<file path="config.mk">
export PLATFORM = sky130hd
export DESIGN_NAME = decoder_lut
export DESIGN_NICKNAME = d
export VERILOG_FILES = /design/src/rtl/decoder_lut.sv
export SDC_FILE = /design/constraint.sdc
export NUM_CORES = 1
export LEC_CHECK = 0
export CAP_MARGIN = 20
export CORE_ASPECT_RATIO = 0.6
export CORE_MARGIN = 1.5
export CORE_UTILIZATION = 40
export DETAILED_ROUTE_END_ITERATION = 8
export MAX_ROUTING_LAYER = met4
export PLACE_DENSITY = 0.7
export SLEW_MARGIN = 20
export SYNTH_ARGS = -nofsm -noshare
export SYNTH_HDL_FRONTEND = slang
export SYNTH_SLANG_ARGS = --single-unit
</file>
<file path="constraint.sdc">
create_clock -name clk -period 1.45 [get_ports clk]
set_input_delay 0.2175 -clock clk [delete_from_list [all_inputs] [get_ports clk]]
set_output_delay 0.2175 -clock clk [all_outputs]
set_load 0.005 [all_outputs]
</file>
<file path="src/rtl/decoder_lut.sv">
// rtl/decoder_lut.sv - Truth-table masked N_IN-input decoder with registered valid/ready output
// Any N_IN-input Boolean function: one-hot decode of in_data selects one bit of a writable truth table.
module decoder_lut #(
   parameter int                  N_IN    = 2,
   parameter logic [2**N_IN-1:0]  INIT_TT = 4'b0111,
   parameter int                  CNT_W   = 16
) (
   input  logic                 clk,
   input  logic                 rst,
   input  logic                 cfg_wr,
   input  logic [N_IN-1:0]      cfg_addr,
   input  logic                 cfg_data,
   input  logic                 in_valid,
   input  logic [N_IN-1:0]      in_data,
   output logic                 in_ready,
   output logic                 out_valid,
   input  logic                 out_ready,
   output logic                 out_y,
   output logic [2**N_IN-1:0]   out_onehot,
   output logic [CNT_W-1:0]     txn_cnt
);

   localparam int W = 2**N_IN;

   logic [W-1:0] tt;
   logic [W-1:0] onehot;
   logic         accept;
   logic         consume;

   assign in_ready = !out_valid || out_ready;
   assign accept   = in_valid && in_ready;
   assign consume  = out_valid && out_ready;
   assign onehot   = {{(W-1){1'b0}}, 1'b1} << in_data;

   always_ff @(posedge clk) begin
      if (rst) begin
         tt <= INIT_TT;
      end else if (cfg_wr) begin
         tt[cfg_addr] <= cfg_data;
      end
   end

   // The result samples tt before any same-edge cfg_wr lands.
   always_ff @(posedge clk) begin
      if (rst) begin
         out_valid  <= 1'b0;
         out_y      <= 1'b0;
         out_onehot <= '0;
      end else if (accept) begin
         out_valid  <= 1'b1;
         out_y      <= |(onehot & tt);
         out_onehot <= onehot;
      end else if (consume) begin
         out_valid  <= 1'b0;
      end
   end

   always_ff @(posedge clk) begin
      if (rst) begin
         txn_cnt <= '0;
      end else if (consume) begin
         txn_cnt <= txn_cnt + CNT_W'(1);
      end
   end

endmodule

</file>
==> impl_metrics.tcl <==
set metrics [dict create \
    status "complete, but fails checks" \
    violations "setup timing" \
    routabilityCongestion 0.804 \
    seq_area_frac_synth 0.454 \
    syn_avg_cell_area_um2 8.88 \
    crit_end "txn_cnt[15]" \
    min_period_over_period 1.07 \
    worst_slack_ns -0.106 \
    final_nets 201 \
    fin_util 0.695 \
    place_worst_setup_slack_ns -0.387 \
    finalSetupViolations 2 \
    drc 0 \
    dr.pass1.iters 4 \
    dieHeight_um 44.5 \
    r2r_start "txn_cnt[7]" \
    path_class "flop to flop" \
    crit_fanout 4 \
    ioPinCount 33 \
    drv_slew 0 \
    wl_mm 2.95 \
    grt_max_degree 23 \
    synthCells 129 \
    ys_ff_latch 26 \
    hp-class "flop to flop" \
    synth_top_area_cell "dfxtp_1" \
    hold_buffers 0 \
    finalHoldViolCount 0 \
    crit_slowest_cell "or4_4" \
    cts.path.max_buffers 2 \
    antennaDiodeCount 0 \
    antenna_found_initial 0 \
    tightest_slew_ns 0.366 \
    vias_per_cell 5.11 \
    worstPathArrival_ns 1.76 \
    insertion_delay_ns 0.28 \
    core_area_um2 2610 \
    rsz0062_at_grt "true" \
    critPathLaunch "txn_cnt[7]" \
    drt_iter0_drc 53 \
    finalPower_uw 1480 \
    power.leakage_uw 0.000807 \
    powerDensity_nw_per_um2 817 \
    ys_top_cells_by_area "dfxtp_1 45%, xnor2_1 6.9%, nand2_1 5.2%" \
    dieArea_um2 3210 \
    grt_usage 0.208 \
    worstRegToRegCells 4 \
    num_vias 1130 \
    path_depth 4 \
    cts_buffers 3 \
    max_cap_violations 0 \
    synth.net_count 140 \
    required_ns 1.66 \
    yosysWarnings 0 \
    cts_tree "built" \
    finalWorstPathRequiredPeriod_ns 1.56 \
    wire_per_inst_um 13.3 \
    yosysTopAreaCellShare 0.454 \
    cts.sinks 26 \
    cp_num_buf_inv 0 \
    max_stage_delay_ns 0.54 \
    numPortBuffers 32 \
    max_freq_mhz 643 \
    ant_nets 0 \
    grt_pass1_vias 1046 \
    area_growth_pct 58.3 \
    critPathTopFamily "simple AND/OR/NAND/NOR gates" \
    ctsHtreeMaxLevel 1 \
    skew_ns 0.0136 \
    slew_headroom 0.754 \
    grt_remaining_overflow 0 \
    postSynth.asyncResetShare 0 \
    crit_path_start_kind "flop" \
    synth_edf_count 0 \
    initial_core_util 0.439 \
    layout-drive-gt1-share 0.286 \
    r2r-end "txn_cnt[15]" \
    netlist_area_um2 1150 \
    tns_ns -0.208 \
    fillers 195 \
    yosysUniqueCellTypes 28 \
    dpl.hpwl_mm 2.23 \
    ir_drop_v 0.000904 \
    die_x_um 72.1 \
    ff2ff_setup_slack_ns -0.11 \
    clk_pin_slew_ns 0.10 \
    critPathCaptureType "flop" \
    num_rows 14 \
    path_cells "nand4_4 -> or4_4 -> or3_4 -> a21oi_2" \
    cts-root-buf "clkbuf_8" \
    synth_ff_type "dfxtp_1" \
    grt_pass1_wl_mm 4.95 \
]
## metal layers
metal | up-vias | GRT usage | share of wire
met5 | - | - | 0
met4 | 0 | 0.0340 | 0.0075
met3 | 2 | 0.0524 | 0.059
met2 | 29 | 0.309 | 0.43
met1 | 525 | 0.292 | 0.50
li1 | 574 | - | -
## cells in the final DEF (no fill, tap or decap), types with 4 or more instances in the layout
cell type        Yosys  layout
a21oi_1             11      10
buf_4                0      27
clkdlybuf4s50_1      0      16
dfxtp_1             26      10
dfxtp_2              0      11
dfxtp_4              0       5
dlygate4sd2_1        0      12
dlymetal6s2s_1       0       4
nand2_1             16      16
nand3_1              7       7
nor2_1              13      13
nor3_1               4       4
nor4_1               5       5
o21ai_0              4       4
or3_1                5       4
xnor2_1              9       9
## tightest hold or removal path, stage by stage, from the launching register on
cell and delay, ns:
dfxtp_1 0.32, nand2_1 0.05, a21oi_1 0.05
## cell families after synthesis
kind of cell,share of synthesized area
AO/OA/AOI/OAI,0.0808
flip-flops,0.454
multiplexers,0.0371
buffers and inverters,0.0295
AND/OR/NAND/NOR,0.303
XOR/XNOR,0.0841
adder cells (fa/ha/maj),0.0109
## layout make-up
class                           count  area [µm²]  area share
Timing Repair Buffer               60         538       0.297
Clock buffer                        3        41.3      0.0228
Inverter                            3        11.3     0.00621
Sequential cell                    26         553       0.305
Tap cell                           32        40.0      0.0221
Multi-Input combinational cell     96         601       0.331
Clock inverter                      1        30.0      0.0166
## how the worst min path moves through the flow
stage	startpoint	end	slack, ns	depth (start not counted)
2_1_floorplan	cfg_data	tt[0]	0.34	1
3_3_place_gp	out_onehot[3]	out_onehot[3]	0.44	2
3_5_place_dp	out_onehot[2]	out_onehot[2]	0.45	2
4_1_cts	out_onehot[1]	out_onehot[1]	0.47	2
5_1_grt	out_onehot[2]	out_onehot[2]	0.49	2
6_report	out_onehot[1]	out_onehot[1]	0.46	2
## per-stage QoR
step	hold slack, ns	cell area [µm²]	instances
finish	0.465	1810	221
global route	0.487	1810	221
CTS	0.471	1790	221
detailed placement	0.450	1720	216
global placement	0.441	1720	216
floorplan	0.335	1160	129
## sequential cells by signal, summed over array words and instances (netlist names)
name,cells
out_onehot,4
tt,4
out_valid,1
out_y,1
txn_cnt,16
## power breakdown
part	internal [µW]	leakage (µW)	switching (µW)
logic	82.6	0.000551	62.0
clock network	370	0.0000357	237
registers	722	0.000220	9.77
## what timing repair did
item,CTS,global route
resized for setup,17,12
pin swaps,1,0
endpoints found under the setup margin,17,10
buffers inserted,1,0
## cell usage after synthesis, drive strengths merged (3+ instances only)
master and n:
dfxtp 26, nand2 16, nor2 13, a21oi 11
xnor2 9, nand3 7, nand4 5, nor4 5
or3 5, nor3 4, o21ai 4, clkbuf 3
No activity file was read; power rests on OpenSTA's default activity.
